`config.mk`:
```
export PLATFORM = sky130hd
export DESIGN_NAME = mac_rx_fcs_check
export DESIGN_NICKNAME = d
export VERILOG_FILES = /design/src/rtl/mac_rx_fcs_check_pkg.sv /design/src/rtl/mac_rx_crc_step.sv /design/src/rtl/mac_rx_fcs_check.sv
export SDC_FILE = /design/constraint.sdc
export NUM_CORES = 1
export LEC_CHECK = 0
export CAP_MARGIN = 40
export CELL_PAD_IN_SITES_DETAIL_PLACEMENT = 1
export CELL_PAD_IN_SITES_GLOBAL_PLACEMENT = 1
export CORE_MARGIN = 2
export CORE_UTILIZATION = 46
export CTS_BUF_LIST = sky130_fd_sc_hd__clkbuf_16
export CTS_CLUSTER_SIZE = 10
export DETAILED_ROUTE_END_ITERATION = 7
export GPL_ROUTABILITY_DRIVEN = 0
export PLACE_DENSITY_LB_ADDON = 0.08
export SYNTH_ARGS = -nofsm -noshare
export SYNTH_HDL_FRONTEND = slang
export SYNTH_SLANG_ARGS = --single-unit
```
`constraint.sdc`:
```
create_clock -name clk -period 5.7 [get_ports clk]
set_clock_uncertainty 0.05 [all_clocks]
set_input_delay 1.14 -clock clk [delete_from_list [all_inputs] [get_ports clk]]
set_output_delay 1.14 -clock clk [all_outputs]
set_load 0.005 [all_outputs]
```
`src/rtl/mac_rx_fcs_check_pkg.sv`:
```
// Shared definitions for the receive-side FCS checker: CRC constants,
// length limits, FSM encoding and a bit-reversal helper.
package mac_rx_fcs_check_pkg;

    localparam logic [31:0] CRC_POLY          = 32'h04C1_1DB7;
    localparam logic [31:0] CRC_SEED          = 32'hFFFF_FFFF;
    localparam int          MAX_WORDS_DEFAULT = 759;
    localparam int          LEN_W             = 11;

    typedef enum logic {
        IDLE  = 1'b0,
        FRAME = 1'b1
    } rx_state_t;

    // Reverse the bit order of a 32-bit word (bit 0 <-> bit 31).
    function automatic logic [31:0] bit_rev32(input logic [31:0] v);
        logic [31:0] r;
        for (int i = 0; i < 32; i++) begin
            r[i] = v[31-i];
        end
        return r;
    endfunction

endpackage

```
`src/rtl/mac_rx_crc_step.sv`:
```
// Combinational Ethernet CRC-32 next-state function, 16 data bits per step.
// Data bit 0 enters the register first; the register shifts towards bit 31.
module mac_rx_crc_step
    import mac_rx_fcs_check_pkg::*;
(
    input  logic [31:0] crc_in,
    input  logic [15:0] data,
    output logic [31:0] crc_out
);

    logic [31:0] acc;

    // Unrolled serial LFSR: one polynomial reduction per data bit.
    always_comb begin
        acc = crc_in;
        for (int i = 0; i < 16; i++) begin
            if (acc[31] ^ data[i]) begin
                acc = {acc[30:0], 1'b0} ^ CRC_POLY;
            end else begin
                acc = {acc[30:0], 1'b0};
            end
        end
        crc_out = acc;
    end

endmodule

```
`src/rtl/mac_rx_fcs_check.sv`:
```
// Receive FCS checker: runs CRC-32 over a 16-bit word stream, holds the
// last two words back so the FCS never enters the CRC, and issues a
// registered one-cycle verdict with length/error flags and statistics.
module mac_rx_fcs_check
    import mac_rx_fcs_check_pkg::*;
#(
    parameter int MAX_WORDS = MAX_WORDS_DEFAULT,
    parameter int CNT_W     = 16
) (
    input  logic             clk,
    input  logic             rst_n,
    input  logic [15:0]      rx_dat,
    input  logic             rx_dv,
    input  logic             rx_sof,
    input  logic             rx_eof,
    output logic             fcs_valid,
    output logic             fcs_ok,
    output logic             err_runt,
    output logic             err_long,
    output logic             err_abort,
    output logic [10:0]      frm_len,
    output logic [CNT_W-1:0] good_cnt,
    output logic [CNT_W-1:0] bad_cnt
);

    localparam logic [LEN_W-1:0] MAX_LEN = LEN_W'(MAX_WORDS);
    localparam logic [LEN_W-1:0] LEN_SAT = '1;

    rx_state_t         state;
    logic [31:0]       lfsr;
    logic [15:0]       d1;
    logic [15:0]       d2;
    logic [LEN_W-1:0]  count;

    logic [31:0]       lfsr_step;
    logic [31:0]       lfsr_next;
    logic [31:0]       exp_fcs;
    logic [LEN_W-1:0]  len_now;

    logic              verdict;
    logic              v_ok;
    logic              v_runt;
    logic              v_long;
    logic              v_abort;
    logic [LEN_W-1:0]  v_len;

    mac_rx_crc_step u_crc_step (
        .crc_in  (lfsr),
        .data    (d2),
        .crc_out (lfsr_step)
    );

    // Next CRC state, expected FCS and the saturating length including this word.
    always_comb begin
        lfsr_next = (count >= LEN_W'(2)) ? lfsr_step : lfsr;
        exp_fcs   = ~bit_rev32(lfsr_next);
        len_now   = (count == LEN_SAT) ? count : count + LEN_W'(1);
    end

    // Verdict decode. An abort takes priority: a new sof+eof word arriving
    // mid-frame ends the old frame and the 1-word newcomer is dropped.
    always_comb begin
        verdict = 1'b0;
        v_ok    = 1'b0;
        v_runt  = 1'b0;
        v_long  = 1'b0;
        v_abort = 1'b0;
        v_len   = '0;
        if (rx_dv && rx_sof && (state == FRAME)) begin
            verdict = 1'b1;
            v_abort = 1'b1;
            v_len   = count;
            v_runt  = (count < LEN_W'(3));
            v_long  = (count > MAX_LEN);
        end else if (rx_dv && rx_sof && rx_eof) begin
            verdict = 1'b1;
            v_runt  = 1'b1;
            v_len   = LEN_W'(1);
        end else if (rx_dv && rx_eof && (state == FRAME)) begin
            verdict = 1'b1;
            v_len   = len_now;
            v_runt  = (len_now < LEN_W'(3));
            v_long  = (len_now > MAX_LEN);
            v_ok    = (d1 == exp_fcs[31:16]) && (rx_dat == exp_fcs[15:0])
                      && !v_runt && !v_long;
        end
    end

    // FSM, delay line, CRC register, registered verdict and statistics.
    always_ff @(posedge clk) begin
        if (!rst_n) begin
            state     <= IDLE;
            lfsr      <= CRC_SEED;
            d1        <= '0;
            d2        <= '0;
            count     <= '0;
            fcs_valid <= 1'b0;
            fcs_ok    <= 1'b0;
            err_runt  <= 1'b0;
            err_long  <= 1'b0;
            err_abort <= 1'b0;
            frm_len   <= '0;
            good_cnt  <= '0;
            bad_cnt   <= '0;
        end else begin
            fcs_valid <= verdict;
            if (verdict) begin
                fcs_ok    <= v_ok;
                err_runt  <= v_runt;
                err_long  <= v_long;
                err_abort <= v_abort;
                frm_len   <= v_len;
                if (v_ok) begin
                    if (good_cnt != '1) good_cnt <= good_cnt + CNT_W'(1);
                end else begin
                    if (bad_cnt != '1) bad_cnt <= bad_cnt + CNT_W'(1);
                end
            end
            if (rx_dv) begin
                if (rx_sof) begin
                    lfsr  <= CRC_SEED;
                    d1    <= rx_dat;
                    d2    <= '0;
                    count <= LEN_W'(1);
                    state <= (rx_eof || (state == FRAME && rx_eof)) ? IDLE : FRAME;
                end else if (state == FRAME) begin
                    lfsr  <= lfsr_next;
                    d2    <= d1;
                    d1    <= rx_dat;
                    count <= len_now;
                    if (rx_eof) state <= IDLE;
                end
            end
        end
    end

endmodule

```
==> After elaboration in Yosys (flattened, before gate mapping) <==
Cells that the tools add are included.
{ "word_totals": {"inputBits": 21, "word_cells": 122, "regBits": 124, "out_inout_bits": 48} }
{ "op_classes": {"n_lt_le_gt_ge": 5, "add_sub_neg": 3, "eq_ne": 5, "mux": 46, "bitwise_logic": 34, "n_reduce_logical": 16} }
{ "op_table": {"columns": ["cell", "count"], "rows": [
  ["27-bit two-way mux", 16],
  ["14-bit NOT", 16],
  ["32-bit two-way mux", 3],
  ["11-bit two-way mux", 6],
  ["16-bit two-way mux", 4],
  ["16-bit by 1-bit adder with 16-bit output, second input constant", 2],
  ["16-bit equality test", 2],
  ["16-bit inequality test, second input constant", 2],
  ["32-bit NOT", 1],
  ["11-bit by 10-bit > comparator with 1-bit output, second input constant", 2],
  ["11-bit by 2-bit < comparator with 1-bit output, second input constant", 2],
  ["1-bit two-way mux", 17],
  ["1-bit bitwise XOR", 16],
  ["11-bit by 1-bit adder with 11-bit output, second input constant", 1],
  ["11-bit equality test, second input constant", 1],
  ["11-bit by 2-bit >= comparator with 1-bit output, second input constant", 1],
  ["1-bit logical AND", 9],
  ["3-bit AND reduction", 2],
  ["1-bit logical NOT", 2],
  ["2-bit AND reduction", 1],
  ["2-bit nonzero test", 1],
  ["1-bit logical OR", 1],
  ["1-bit NOT", 1]
]} }

==> Longest topological paths before layout <==
{ "logic_depth": {"word_depth": 43, "mapped_depth": 17, "mapped_depth_nobuf": 13} }

==> By module <==
A second synthesis with hierarchy kept.
{ "hier_totals": {"hier_cells": 881, "hier_area_um2": 7702.4} }
{ "by_module_without_submodules": {"columns": ["mod", "seq_area_each_um2", "cells_each", "area_each_um2", "n_inst"], "rows": [
  ["mac_rx_fcs_check", 2482.4, 742, 6241.0, 1],
  ["mac_rx_crc_step", 0.0, 139, 1461.4, 1]
]} }

==> Worst setup path before layout <==
Ideal clock, no wire load.
{ "synth_timing": {"path_type": "register to register", "startpoint": "register d2[0]", "endpoint": "register good_cnt[7]", "path_slack_ns": 1.083, "synth_period_minus_slack_ns": 4.617, "n_path_buf": 2, "required_ns": 5.522, "arrival_time_ns": 4.440, "stages_incl_launch_ff": 15, "setup_ns": 0.128, "cell_sequence": "dfxtp_1 > xnor2_4 > xnor3_1 > xnor3_2 > xnor3_1 > or3_1 > a31o_1 > a2111oi_0 > or4b_1 > or4b_1 > buf_2 > buf_6 > nor3_4 > xnor2_1 > nor2_1"} }
{ "synth_between": {"elab_chain_len": 36, "elab_cells_between_ends": 48, "classes_between": "eq/ne: 2; mux: 20; bitwise: 22; reduce/logical: 4"} }
{ "synth_lines": {"columns": ["item", "line", "rtl"], "rows": [
  ["from (decl)", "mac_rx_fcs_check.sv:32", "logic [15:0] d2;"],
  ["from (signal assigned)", "mac_rx_fcs_check.sv:95", "d2 <= '0;"],
  ["from (signal assigned)", "mac_rx_fcs_check.sv:123", "d2 <= '0;"],
  ["from (signal assigned)", "mac_rx_fcs_check.sv:128", "d2 <= d1;"],
  ["1-bit bitwise XOR *", "mac_rx_crc_step.sv:17", "if (acc[31] ^ data[i]) begin"],
  ["27-bit two-way mux *", "mac_rx_crc_step.sv:17", null],
  ["14-bit NOT (no source line)", null, null],
  ["27-bit two-way mux", "mac_rx_crc_step.sv:17", null],
  ["14-bit NOT (no source line) / 27-bit two-way mux (equally long branches)", null, null],
  ["27-bit two-way mux / 14-bit NOT (equally long branches)", null, null],
  ["27-bit two-way mux", "mac_rx_crc_step.sv:17", null],
  ["14-bit NOT (no source line)", null, null],
  ["[19 not listed]", null, null],
  ["32-bit NOT *", "mac_rx_fcs_check.sv:56", "exp_fcs = ~bit_rev32(lfsr_next);"],
  ["16-bit equality test", "mac_rx_fcs_check.sv:84", "v_ok = (d1 == exp_fcs[31:16]) && (rx_dat == exp_fcs[15:0])"],
  ["1-bit logical AND *", "mac_rx_fcs_check.sv:84", null],
  ["1-bit logical AND * (2 in a row)", "mac_rx_fcs_check.sv:85", "&& !v_runt && !v_long;"],
  ["1-bit two-way mux *", "mac_rx_fcs_check.sv:79", "end else if (rx_dv && rx_eof && (state == FRAME)) begin"],
  ["1-bit two-way mux *", "mac_rx_fcs_check.sv:75", "end else if (rx_dv && rx_sof && rx_eof) begin"],
  ["1-bit two-way mux *", "mac_rx_fcs_check.sv:69", "if (rx_dv && rx_sof && (state == FRAME)) begin"],
  ["3-bit AND reduction (no source line) *", null, null],
  ["to (signal assigned)", "mac_rx_fcs_check.sv:114", "if (good_cnt != '1) good_cnt <= good_cnt + CNT_W'(1);"],
  ["to (decl)", "mac_rx_fcs_check.sv:22", "output logic [CNT_W-1:0] good_cnt,"]
]} }
Every way passes the cells marked *; elsewhere a longest branch is shown, timed or not.
A chain may end at the register's enable or synchronous reset.

==> Final worst setup path <==
{ "layout_timing": {"startpoint": "register lfsr[25]", "endpoint": "register good_cnt[3]"} }
{ "layout_between": {"elab_chain_len": 29, "elab_cells_between_ends": 35, "classes_between": "eq/ne: 2; mux: 15; bitwise: 14; reduce/logical: 4"} }
{ "layout_lines": {"columns": ["item", "line", "rtl"], "rows": [
  ["from (decl)", "mac_rx_fcs_check.sv:30", "logic [31:0] lfsr;"],
  ["from (signal assigned)", "mac_rx_fcs_check.sv:127", "lfsr <= lfsr_next;"],
  ["14-bit NOT (no source line)", null, null],
  ["27-bit two-way mux", "mac_rx_crc_step.sv:17", null],
  ["1-bit bitwise XOR", "mac_rx_crc_step.sv:17", null],
  ["27-bit two-way mux", "mac_rx_crc_step.sv:17", null],
  ["14-bit NOT (no source line) / 27-bit two-way mux (equally long branches)", null, null],
  ["27-bit two-way mux / 14-bit NOT (equally long branches) (2 in a row)", null, null],
  ["14-bit NOT (no source line) / 27-bit two-way mux (equally long branches)", null, null],
  ["27-bit two-way mux", "mac_rx_crc_step.sv:17", null],
  ["[11 not listed]", null, null],
  ["32-bit NOT *", "mac_rx_fcs_check.sv:56", null],
  ["16-bit equality test", "mac_rx_fcs_check.sv:84", null],
  ["1-bit logical AND *", "mac_rx_fcs_check.sv:84", null],
  ["1-bit logical AND * (2 in a row)", "mac_rx_fcs_check.sv:85", null],
  ["1-bit two-way mux *", "mac_rx_fcs_check.sv:79", null],
  ["1-bit two-way mux *", "mac_rx_fcs_check.sv:75", null],
  ["1-bit two-way mux *", "mac_rx_fcs_check.sv:69", null],
  ["3-bit AND reduction (no source line) *", null, null]
]} }
Marked as above.

==> flow_summary.ini <==
[cells_and_area]
final_nets = 1029
fillers = 2043
area_growth_syn_to_layout_pct = 18.8
instances_no_fill = 1245
layout-drive-gt1-share = 0.0945
antenna_cells = 0
final_cell_mix = dfxtp_1, nand2_1, xnor2_1, nor2_1, clkdlybuf4s50_1
layout_commonest_cell = dfxtp_1

[worst_hold_path]
hold_class = reg2reg

[status]
status = complete, no violations

[clock_tree]
cts.clk_slew.worst_paths_ns = 0.06
root_buffer = clkbuf_16
ctsHoldBuffers = 0
postCtsSetupBuffers = 0
cts-resized-gates = 0
clock_latency_ns = 0.43
cts.sink_count = 124
h-tree-depth = 4
cts_tree = yes
cts_buffer_depth = 2
cts_buffers = 17

[pwr]
p_per_area_nw_per_um2 = 241
p_leak_nw = 3.98
p_total_w = 0.00242
ir_worst_vdd_uv = 211

[global_route]
grt_pass1_wl_mm = 44.3
grt_use_met1 = 0.361
antenna_found_initial = 0
top_usage_layer = met2
grt_pass1_vias = 7845
met2_usage = 0.488
grt_max_degree = 45
use_met3 = 0.0626
grt_use_total = 0.291
globalRoute.totalOverflow = 0

[critical_path]
critPathMaxFanout = 16
arrival_ns = 5.57
end_kind = flop
crit_type = reg2reg
worstPathRequired_ns = 6.02
cp-start-kind = flop

[synthesis]
async_reset_ff_frac = 0
yosys_warnings = 0
synth.distinct_cells = 69
synth_area_um2 = 8420
syn_nets = 972
yosysSeqAreaShare = 0.295
ys_ff_latch = 124
syn-mean-instance-area_um2 = 8.90
synth_edf_count = 0
synthCells = 947
synth-main-ff-cell = dfxtp_1

[floorplanning]
die_w_um = 139
die_area_um2 = 19400
core-area_um2 = 18000
dieHeight_um = 139
fp-row-count = 49
num_io_pins = 69
initial_core_util = 0.469

[timing]
timing.fmax_ghz = 0.190
finalHoldViolCount = 0
rsz0062_at_grt = no
slew_violations = 0
relSlewSlack = 0.400
finalCriticalPeriod_ns = 5.25
setup_viol = 0
final.setup.tns_ns = 0
fin_crit_sh = 0.921
tightest_slew_ns = 0.892

[place]
hpwl_mm = 20.1
io_buffers = 68
dp_cells = 1214

[flow_run]
maxCapViolations = 0

[drt]
dr.pass1.iters = 5
drtIter0Drc = 461
routed_wl_mm = 27.9
post_drt_wl_per_cell_um = 22.4
routed_via_density = 5.95
ant_nets = 0
drc = 0
vias = 7406
-- per-layer routing --
metal / vias to the layer above / part of all wire
met3: 58 / 0.047
met2: 198 / 0.49
li1: 3459 / -
met1: 3691 / 0.42
met4: 0 / 0.041
met5: - / 0
-- where the power goes --
part	internal [W]	switching [W]	leakage (nW)	total, W
logic	0.000203	0.000245	2.70	0.000448
registers	0.000879	0.0000194	1.00	0.000898
clock network	0.000640	0.000429	0.273	0.00107
-- synthesized netlist by cell type, drive strengths merged (5+ instances only) --
library cell | instances | share of area
dfxtp | 124 | 0.29
nand2 | 113 | 0.050
xnor2 | 113 | 0.14
nor2 | 85 | 0.038
a21oi | 62 | 0.037
clkbuf | 56 | 0.025
xor2 | 56 | 0.061
xnor3 | 31 | 0.083
nand3 | 29 | 0.017
o211ai | 29 | 0.026
a22oi | 25 | 0.022
o21ai | 25 | 0.015
nor3 | 24 | 0.018
and3 | 20 | 0.015
mux2i | 13 | 0.015
nand4 | 11 | 0.0082
nand2b | 10 | 0.0074
or3 | 9 | 0.0067
xor3 | 9 | 0.025
nor4 | 7 | 0.0067
a31oi | 6 | 0.0045
inv | 6 | 0.0027
a2111oi | 5 | 0.0052
a222oi | 5 | 0.0059
a31o | 5 | 0.0052
-- critical path, cell delays in order (launching register included) --
cell and delay (ns):
dfxtp_1 0.43, xnor2_2 0.20, xnor2_1 0.56, xor3_1 0.65, xnor3_1 0.54, xnor2_1 0.23, a211o_1 0.34, a2111oi_0 0.51
buf_4 0.20, nand4_1 0.17, or4b_1 0.55, buf_4 0.23, or3_1 0.37, a21oi_1 0.15
-- final timing paths --
kind	start	end	slack, ns	depth (start not counted)
min	frm_len[10]$_SDFFE_PN0P_	frm_len[10]$_SDFFE_PN0P_	0.42	2
min reg2reg	frm_len[10]$_SDFFE_PN0P_	frm_len[10]$_SDFFE_PN0P_	0.42	2
max reg2reg	lfsr[25]$_SDFFE_PN1P_	good_cnt[3]$_SDFFE_PN0P_	0.45	13
max	lfsr[25]$_SDFFE_PN1P_	good_cnt[3]$_SDFFE_PN0P_	0.45	13
-- state kept, by name, indices dropped and copies added (netlist names), 11 cells and up --
name	cells
bad_cnt	16
count	11
d1	16
d2	16
frm_len	11
good_cnt	16
lfsr	32
-- per-stage QoR --
stage                     cell area [um2]  hold slack, ns  utilization  setup WS, ns
after CTS                           10000           0.428        0.557         0.466
final                               10000           0.420        0.557         0.449
after global routing                10000           0.460        0.557         0.200
after detailed placement             9440           0.417        0.525         0.497
after global placement               9360           0.396        0.521         0.615
after floorplan                      8420           0.398            -          1.08
-- cells by family after synthesis --
group	share of synthesized area
AND/OR/NAND/NOR	0.192
XOR/XNOR	0.306
adder cells (fa/ha/maj)	0.00713
flip-flops	0.295
multiplexers	0.0154
AO/OA/AOI/OAI	0.154
buffers and inverters	0.0306
-- cell type report --
cell class                 count  area (um2)  area share
clock buffer                  17         425      0.0425
clock inverter                14         148      0.0147
inverter                       6        22.5     0.00225
multi-input combinational    757        5700       0.569
sequential                   124        2480       0.248
tap                          229         287      0.0286
timing repair buffer          98         946      0.0945
No activity file was read; power rests on OpenSTA's default activity.
